==> src/rtl/prio_enc_queued_pkg.sv <==
// Shared types and helpers for the queued priority encoder.
// Round-robin arbitration is selected at build time with PRIO_ENC_ROUND_ROBIN_EN.
package prio_enc_queued_pkg;

    typedef enum logic [0:0] {
        IDLE = 1'b0,
        HOLD = 1'b1
    } state_e;

    // Number of set bits in a vector of up to 64 request lines.
    function automatic int unsigned popcount(input logic [63:0] v);
        int unsigned c;
        c = 0;
        for (int i = 0; i < 64; i++) begin
            c = c + 32'(v[i]);
        end
        return c;
    endfunction

    // Addition clamped to maxv.
    function automatic int unsigned sat_add(input int unsigned a,
                                            input int unsigned b,
                                            input int unsigned maxv);
        longint unsigned s;
        s = longint'(a) + longint'(b);
        if (s > longint'(maxv)) begin
            return maxv;
        end
        return a + b;
    endfunction

endpackage

==> src/rtl/prio_enc_queued_if.sv <==
// Request/grant bundle between the event lines, the encoder and its consumer.
interface prio_enc_queued_if #(
    parameter int N     = 8,
    parameter int DUP_W = 4
);
    localparam int W = $clog2(N);

    logic [N-1:0]     req;
    logic [W-1:0]     code;
    logic             valid;
    logic             ready;
    logic [N-1:0]     pending;
    logic [DUP_W-1:0] dup_cnt;

    modport master (
        output req, ready,
        input  code, valid, pending, dup_cnt
    );

    modport slave (
        input  req, ready,
        output code, valid, pending, dup_cnt
    );
endinterface

==> src/rtl/prio_enc_queued_pick.sv <==
// Rotated find-first-set: scans vec_i from base_i downward, wrapping at 0 to N-1.
module prio_pick #(
    parameter  int N = 8,
    localparam int W = $clog2(N)
) (
    input  logic [N-1:0] vec_i,
    input  logic [W-1:0] base_i,
    output logic [W-1:0] idx_o,
    output logic         any_o
);

    int p;

    // First set bit encountered walking down from base_i.
    always_comb begin
        idx_o = '0;
        any_o = 1'b0;
        p     = 0;
        for (int k = 0; k < N; k++) begin
            p = int'(base_i) - k;
            if (p < 0) begin
                p = p + N;
            end
            if (!any_o && vec_i[p[W-1:0]]) begin
                any_o = 1'b1;
                idx_o = p[W-1:0];
            end
        end
    end

endmodule

==> src/rtl/prio_enc_queued.sv <==
// Queued N:log2(N) priority encoder with valid/ready output and duplicate counter.
// Build option PRIO_ENC_ROUND_ROBIN_EN: round-robin search starting at (last code+1);
// without it the highest pending index always wins.
module prio_enc_queued
    import prio_enc_queued_pkg::*;
#(
    parameter int N     = 8,
    parameter int DUP_W = 4
) (
    input logic               clk,
    input logic               rst,
    prio_enc_queued_if.slave  bus
);

    localparam int          W       = $clog2(N);
    localparam int unsigned DUP_MAX = (32'd1 << DUP_W) - 32'd1;

    state_e           state_q, state_d;
    logic [W-1:0]     code_q, code_d;
    logic             valid_q, valid_d;
    logic [N-1:0]     pending_q, pending_d;
    logic [DUP_W-1:0] dup_q, dup_d;

    logic [N-1:0]     cand;
    logic [N-1:0]     pick_bit;
    logic [N-1:0]     held_bit;
    logic [N-1:0]     merged;
    logic [W-1:0]     pick;
    logic             any;

    assign cand = pending_q | bus.req;

`ifdef PRIO_ENC_ROUND_ROBIN_EN
    logic [W-1:0] ptr_q, ptr_d;
    logic [N-1:0] cand_rev;
    logic [W-1:0] idx_rev;

    // Upward search from ptr equals downward search on the bit-reversed vector.
    always_comb begin
        cand_rev = '0;
        for (int i = 0; i < N; i++) begin
            cand_rev[i] = cand[N-1-i];
        end
    end

    prio_pick #(.N(N)) u_pick (
        .vec_i  (cand_rev),
        .base_i (W'(N-1) - ptr_q),
        .idx_o  (idx_rev),
        .any_o  (any)
    );

    assign pick = W'(N-1) - idx_rev;

    // Pointer advances past each granted code; a stalled HOLD leaves it alone.
    always_comb begin
        ptr_d = ptr_q;
        if (any && (state_q == IDLE || bus.ready)) begin
            ptr_d = (pick == W'(N-1)) ? '0 : pick + 1'b1;
        end
    end

    // Round-robin pointer register.
    always_ff @(posedge clk or posedge rst) begin
        if (rst) begin
            ptr_q <= '0;
        end else begin
            ptr_q <= ptr_d;
        end
    end
`else
    prio_pick #(.N(N)) u_pick (
        .vec_i  (cand),
        .base_i (W'(N-1)),
        .idx_o  (pick),
        .any_o  (any)
    );
`endif

    // One-hot views of the new pick and of the code currently presented.
    always_comb begin
        pick_bit       = '0;
        pick_bit[pick] = 1'b1;
        held_bit         = '0;
        held_bit[code_q] = 1'b1;
    end

    // Requests that collapse into something already waiting: a pending bit, or the
    // held code while the consumer is stalling. In a transfer cycle the held code
    // is leaving, so a request on it is a fresh event and gets queued instead.
    always_comb begin
        merged = bus.req & pending_q;
        if (state_q == HOLD && !bus.ready) begin
            merged = merged | (bus.req & held_bit);
        end
        dup_d = DUP_W'(sat_add(32'(dup_q), popcount(64'(merged)), DUP_MAX));
    end

    // Next-state and datapath updates; at most one grant per clock.
    always_comb begin
        state_d   = state_q;
        code_d    = code_q;
        valid_d   = valid_q;
        pending_d = pending_q;
        case (state_q)
            IDLE: begin
                if (any) begin
                    code_d    = pick;
                    valid_d   = 1'b1;
                    pending_d = cand & ~pick_bit;
                    state_d   = HOLD;
                end
            end
            HOLD: begin
                if (!bus.ready) begin
                    pending_d = pending_q | (bus.req & ~held_bit);
                end else if (any) begin
                    code_d    = pick;
                    pending_d = cand & ~pick_bit;
                end else begin
                    valid_d = 1'b0;
                    state_d = IDLE;
                end
            end
            default: begin
                state_d = IDLE;
                valid_d = 1'b0;
            end
        endcase
    end

    // State register.
    always_ff @(posedge clk or posedge rst) begin
        if (rst) begin
            state_q <= IDLE;
        end else begin
            state_q <= state_d;
        end
    end

    // Output code, queue and duplicate counter registers.
    always_ff @(posedge clk or posedge rst) begin
        if (rst) begin
            code_q    <= '0;
            valid_q   <= 1'b0;
            pending_q <= '0;
            dup_q     <= '0;
        end else begin
            code_q    <= code_d;
            valid_q   <= valid_d;
            pending_q <= pending_d;
            dup_q     <= dup_d;
        end
    end

    assign bus.code    = code_q;
    assign bus.valid   = valid_q;
    assign bus.pending = pending_q;
    assign bus.dup_cnt = dup_q;

endmodule

==> src/flat_wrapper.sv <==
// flat-port wrapper written by rule: the top's interface ports become plain ports
module prio_enc_queued_flat import prio_enc_queued_pkg::*;
#(
    parameter int N     = 8,
    parameter int DUP_W = 4
)
  (clk, rst, bus_req, bus_ready, bus_code, bus_valid, bus_pending, bus_dup_cnt);
  prio_enc_queued_if #(.N(N), .DUP_W(DUP_W)) bus_i ();
  input logic clk;
  input logic rst;
  input wire logic [$bits(bus_i.req)-1:0] bus_req;
  input wire logic [$bits(bus_i.ready)-1:0] bus_ready;
  output wire logic [$bits(bus_i.code)-1:0] bus_code;
  output wire logic [$bits(bus_i.valid)-1:0] bus_valid;
  output wire logic [$bits(bus_i.pending)-1:0] bus_pending;
  output wire logic [$bits(bus_i.dup_cnt)-1:0] bus_dup_cnt;
  assign bus_i.req = bus_req;
  assign bus_i.ready = bus_ready;
  assign bus_code = bus_i.code;
  assign bus_valid = bus_i.valid;
  assign bus_pending = bus_i.pending;
  assign bus_dup_cnt = bus_i.dup_cnt;
  prio_enc_queued #(.N(N), .DUP_W(DUP_W)) u_core (.clk(clk), .rst(rst), .bus(bus_i));
endmodule
==> config.mk <==
export PLATFORM = sky130hd
export DESIGN_NAME = prio_enc_queued_flat
export DESIGN_NICKNAME = d
export VERILOG_FILES = /design/src/rtl/prio_enc_queued_pkg.sv /design/src/rtl/prio_enc_queued_if.sv /design/src/rtl/prio_enc_queued_pick.sv /design/src/rtl/prio_enc_queued.sv /design/src/flat_wrapper.sv
export SDC_FILE = /design/constraint.sdc
export NUM_CORES = 1
export LEC_CHECK = 0
export CAP_MARGIN = 30
export CORE_MARGIN = 2
export CORE_UTILIZATION = 50
export CTS_CLUSTER_SIZE = 16
export DETAILED_ROUTE_END_ITERATION = 12
export GPL_TIMING_DRIVEN = 1
export PLACE_DENSITY = 0.8
export SYNTH_ARGS = -nofsm -noshare
export SYNTH_HDL_FRONTEND = slang
export SYNTH_SLANG_ARGS = --single-unit
==> constraint.sdc <==
create_clock -name clk -period 9 [get_ports clk]
set_input_delay 1.35 -clock clk [delete_from_list [all_inputs] [get_ports clk]]
set_output_delay 1.35 -clock clk [all_outputs]
set_load 0.005 [all_outputs]
# Word-level counts from Yosys, hierarchy flattened

Index checks and enable logic that the tools add are counted.

Add/subtract/negate cells: 9
Magnitude comparators: 5
Eq/ne operators: 3
Muxes and demuxes: 37
Bitwise gates (word level): 10
Reduce and logical (&&, ||, !) cells: 19

Operator list:

| kind                                                                                 | count |
|---|---|
| 32-bit by 1-bit adder with 32-bit output                                             | 6 |
| 64-bit by 4-bit greater-than comparator with 1-bit output (second input constant)    | 1 |
| 4-bit by 32-bit adder with 33-bit output                                             | 1 |
| 8-bit AND                                                                            | 4 |
| 3-bit two-way mux                                                                    | 10 |
| 8-bit two-way mux                                                                    | 3 |
| 8-bit bitwise OR                                                                     | 3 |
| 1-bit two-way mux                                                                    | 16 |
| 8-bit inverter                                                                       | 2 |
| 8-bit case mux with 2 select lines                                                   | 1 |
| 1-bit logical AND                                                                    | 10 |
| 1-bit zero test                                                                      | 8 |
| 3-bit by 4-bit < comparator with 1-bit output (second input constant)                | 2 |
| 4-bit two-way mux                                                                    | 2 |
| 1-bit demux with 3-bit select                                                        | 2 |
| 3-bit by 1-bit greater-or-equal comparator with 1-bit output (second input constant) | 2 |
| 3-bit case mux with 2 select lines                                                   | 1 |
| 4-bit adder                                                                          | 1 |
| 2-bit != test (second input constant)                                                | 2 |
| 1-bit case mux with 2 select lines                                                   | 2 |
| 3-bit AND reduction                                                                  | 1 |
| 1-bit by 1-bit adder with 2-bit output                                               | 1 |
| 2-bit by 1-bit != test with 1-bit output (second input constant)                     | 1 |
| 1-bit inverter                                                                       | 1 |

Register bits after elaboration: 17
Input port bits: 11
Output and inout bits: 16
Word-level logic and storage cells: 88

# Depth between registers and ports, before layout

Depth in word-level cells: 32
Depth in mapped cells: 16
Mapped depth without buffers: 15

# By module

A second synthesis with hierarchy kept.

Cell total of the unflattened synthesis: 244
Area, all modules: 2308.5 µm²

By module, submodules not included:

| module          | times used | cells an instance | area each (µm²) |
|---|---|---|---|
| prio_enc_queued | 1          | 129               | 1219.9 |
| prio_pick       | 1          | 115               | 1088.5 |

# Worst setup path after synthesis

No wires, ideal clock.

Kind: input port to flip-flop
From: input port bus_ready
To: register u_core.dup_q[0], in the netlist u_core.bus.dup_cnt[0]
Library setup time: 123 ps
Arrival: 5244 ps
Required time: 8877 ps
Slack: 3633 ps
Cell stages on the path: 14
Buffers on the path: 0
Cells stage by stage: nor3b_1 -> a21oi_1 -> nor2b_1 -> ha_1 -> fa_1 -> inv_1 -> fa_1 -> inv_1 -> fa_1 -> fa_1 -> fa_1 -> a21o_1 -> a21oi_1 -> nand2b_1

Longest elaborated chain between the ends: 14

Ends and longest elaborated chain:

| item                                                          | line                      | source |
|---|---|---|
| start: declaration                                            | flat_wrapper.sv:12        | `input wire logic [$bits(bus_i.ready)-1:0] bus_ready;` |
| 1-bit zero test *                                             | n/a                       |  |
| 1-bit logical AND *                                           | prio_enc_queued.sv:93     | `if (state_q == HOLD && !bus.ready) begin` |
| 8-bit two-way mux *                                           | prio_enc_queued.sv:93     |  |
| 1-bit by 1-bit adder with 2-bit output                        | prio_enc_queued_pkg.sv:15 | `c = c + 32'(v[i]);` |
| 32-bit by 1-bit adder with 32-bit output (5 in a row)         | prio_enc_queued_pkg.sv:15 |  |
| 32-bit by 1-bit adder with 32-bit output *                    | prio_enc_queued_pkg.sv:15 |  |
| 4-bit by 32-bit adder with 33-bit output                      | prio_enc_queued_pkg.sv:25 | `s = longint'(a) + longint'(b);` |
| 64-bit by 4-bit greater-than comparator with 1-bit output     | prio_enc_queued_pkg.sv:26 | `if (s > longint'(maxv)) begin` |
| 4-bit two-way mux / 1-bit two-way mux (equally long branches) | prio_enc_queued_pkg.sv:26 |  |
| 4-bit two-way mux *                                           | prio_enc_queued_pkg.sv:29 | `return a + b;` |
| net u_core.dup_d[0]                                           | prio_enc_queued.sv:22     | `logic [DUP_W-1:0] dup_q, dup_d;` |
| end signal: assignment                                        | prio_enc_queued.sv:152    | `dup_q <= dup_d;` |
| end: declaration                                              | prio_enc_queued.sv:22     |  |

The timed path passes the listed nets; every way through them passes the cells marked *.
A chain may end at the register's enable or synchronous reset.

# Worst setup path after layout

Ends and elaborated chain as after synthesis.

==> flow_metrics.py <==
metrics = {
    "placed_design": {
        "dp_slack_ns": 2.85,
        "dp_hpwl_um": 2110,
        "portBuffers": 26,
        "place_inst": 177,
        "place.gp.congestion": 0.879,
    },
    "route": {
        "detail-route-antenna-nets": 0,
        "wl_per_cell_um": 14.9,
        "dr.pass1.iters": 4,
        "drtIter0Drc": 27,
        "wl_um": 2700,
        "num_vias": 1028,
        "routed_via_density": 5.68,
        "drc": 0,
    },
    "finish": {
        "n_fill_cell": 194,
        "seqCellArea_um2": 425,
        "multi_input_area_um2": 723,
        "area_delta_synth_final_pct": 26.5,
        "drive_gt1_share_pct": 6.54,
        "num_antenna_cells": 0,
        "instances_no_fill": 181,
        "nets": 177,
    },
    "sta": {
        "finalCriticalPeriod_ns": 5.81,
        "min_period_over_period_pct": 64.6,
        "hold_viol_final": 0,
        "maxSlewHeadroom_pct": 55.4,
        "drv_slew": 0,
        "fin_ws_ns": 3.19,
        "setup_tns_ns": 0,
        "skew_ns": 0.00515,
        "setup_violations": 0,
        "holdWs_ns": 0.548,
        "fmax_mhz": 172,
        "rsz0062_at_grt": "false",
        "tightest_slew_ns": 0.669,
    },
    "cts": {
        "clock_sinks": 17,
        "cts.clk_slew.worst_paths_ns": 0.10,
        "htree_levels": 1,
        "cts_buffers": 3,
        "cts_buffer_depth": 2,
        "post_cts.repair.setup_buffers": 0,
        "clkLatencyLatePin_ns": 0.30,
        "ctsHoldBuffers": 0,
        "post_cts_resize_count": 0,
        "cts_tree": "built",
        "cts_root_buffer": "clkbuf_4",
    },
    "synthesis": {
        "synth_nets": 148,
        "ys_seq_area_share_pct": 35.9,
        "netlist-cell-type-count": 32,
        "synthesis.area_um2": 1190,
        "ys_seq_elements": 17,
        "syn_inst": 125,
        "yosysWarnings": 0,
        "synth_area_per_cell_um2": 9.49,
    },
    "die": {
        "rows": 17,
        "initial_core_util_pct": 53.1,
        "die_area_um2": 2780,
        "die_x_um": 52.7,
        "core_region_area_um2": 2230,
        "die_h_um": 52.7,
        "ios": 27,
    },
    "grt": {
        "first_global_vias": 1003,
        "grt_max_degree": 18,
        "antenna_found_initial": 0,
        "grt_pass1_wl_um": 4550,
        "grt_overflow_total": 0,
        "grtUsageTotal_pct": 23.1,
    },
    "power_and_ir_drop": {
        "power_density_nw_per_um2": 180,
        "p_total_mw": 0.271,
        "leakage_nw": 0.628,
        "peakVddDrop_v": 0.000166,
    },
    "worst_setup_path": {
        "crit_type": "input port to flip-flop",
        "worstSetupStartpointType": "input port",
        "worstPathArrival_ns": 6.01,
        "crit_required_ns": 9.19,
        "worstPathMaxFanout": 7,
        "crit_path_end_kind": "flip-flop",
    },
    "hold_path": {
        "worstHoldPathType": "flip-flop to flip-flop",
    },
    "outcome": {
        "status": "completed",
    },
    "flow_run": {
        "cap_violations": 0,
    },
}
==> sequential cells by signal, summed over array words and instances, names as in the netlist <==
name,flops
u_core.state_q,1
u_core.bus.dup_cnt,4
u_core.bus.valid,1
u_core.bus.pending,8
u_core.bus.code,3
==> metrics by stage <==
| step | cell area [um2] | utilization [%] |
|---|---|---|
| 6_report | 1500 | 67.2 |
| 5_1_grt | 1500 | 67.2 |
| 4_1_cts | 1500 | 67.2 |
| 3_5_place_dp | 1470 | 66.0 |
| 3_3_place_gp | 1470 | 66.0 |
| 2_1_floorplan | 1190 | - |
==> final cells by class <==
| cell class | instances | share of cell area, % |
|---|---|---|
| clock buffers | 4 | 1.75 |
| flip-flops and latches | 17 | 28.4 |
| well taps | 28 | 2.34 |
| repair buffers | 26 | 17.3 |
| inverters | 8 | 2.00 |
| multi-input cells | 98 | 48.2 |
==> metal layers <==
metal	vias to the layer above	global-route usage [%]	wire length, um
li1	500	-	-
met1	492	32.4	1320
met2	31	35.2	1240
met3	5	3.43	100
met4	0	10.3	48
met5	-	0	0
==> placed cells by master (no fill, tap or decap), types with 3 or more instances in the layout <==
cell / count
nand2b_1: 5
a21oi_1: 14
o21ai_0: 3
a21boi_0: 4
clkbuf_4: 3
nand3_1: 5
ha_1: 7
nor2_1: 14
nand2_1: 6
a31oi_1: 3
inv_1: 8
nor2b_1: 7
clkdlybuf4s50_1: 26
nor3_1: 4
fa_1: 5
dfrtp_1: 17
==> logic make-up after synthesis <==
| group | Yosys count | share of synthesized area (%) |
|---|---|---|
| XOR/XNOR | 2 | 1.48 |
| AO/OA/AOI/OAI | 33 | 17.6 |
| multiplexers | 2 | 2.11 |
| adder cells (fa/ha/maj) | 12 | 15.8 |
| buffers and inverters | 10 | 3.16 |
| flip-flops | 17 | 35.9 |
| AND/OR/NAND/NOR | 49 | 23.9 |
==> worst paths after layout <==
check / from / endpoint / slack, ns / depth (start not counted)
worst max-delay path: bus_ready / u_core.bus.dup_cnt[0] / 3.19 / 15
worst min-delay path: u_core.state_q / u_core.bus.valid / 0.55 / 1
worst max register to register: u_core.bus.code[2] / u_core.bus.dup_cnt[0] / 4.17 / 14
worst min register to register: u_core.state_q / u_core.bus.valid / 0.55 / 1
max in group asynchronous: rst / u_core.bus.valid / 7.14 / 2
min in group asynchronous: rst / u_core.bus.dup_cnt[1] / 1.43 / 2
==> critical path, cell delays in order <==
cell and delay, ns:
clkdlybuf4s50_1 0.45, nor3b_1 0.55, a21oi_1 0.15, nor2b_1 0.14, ha_1 0.26, fa_1 0.53, inv_1 0.06, fa_1 0.50
inv_1 0.06, fa_1 0.46, fa_1 0.55, fa_1 0.47, a21o_1 0.20, a21oi_1 0.20, nand2b_1 0.08
==> report_power, final <==
part / switching (mW) / internal [mW] / leakage, nW / total, mW
Clock: 0.0248 / 0.0173 / 0.0150 / 0.0421
Combinational: 0.0621 / 0.0698 / 0.446 / 0.132
Sequential: 0.00983 / 0.0868 / 0.167 / 0.0966
Total: 0.0967 / 0.174 / 0.628 / 0.271
==> Yosys cell counts <==
cell type  instances  area, um2
mux2i_1            1       10.0
nand2_1            6       22.5
a41o_1             1       10.0
a31oi_1            3       18.8
o31ai_1            2       15.0
a21o_1             2       15.0
clkbuf_1           2       7.51
nor3_1             4       20.0
nor2_1            14       52.6
o21ai_0            3       15.0
nor3b_1            1       7.51
a21oi_1           14       70.1
nor2b_1            7       43.8
mux2_4             1       15.0
ha_1               7       87.6
a2111o_1           1       11.3
nand2b_1           5       31.3
inv_1              8       30.0
and2b_2            1       8.76
xor2_1             2       17.5
nor2_2             1       6.26
dfrtp_1           17        425
nor4_1             1       6.26
and4bb_4           1       16.3
o21bai_1           1       7.51
nand3_1            5       25.0
nor4_4             1       21.3
o22a_1             1       8.76
fa_1               5        100
a22oi_1            1       7.51
or4_4              2       22.5
a21boi_0           4       30.0
Power figures use the tool's default switching activity.
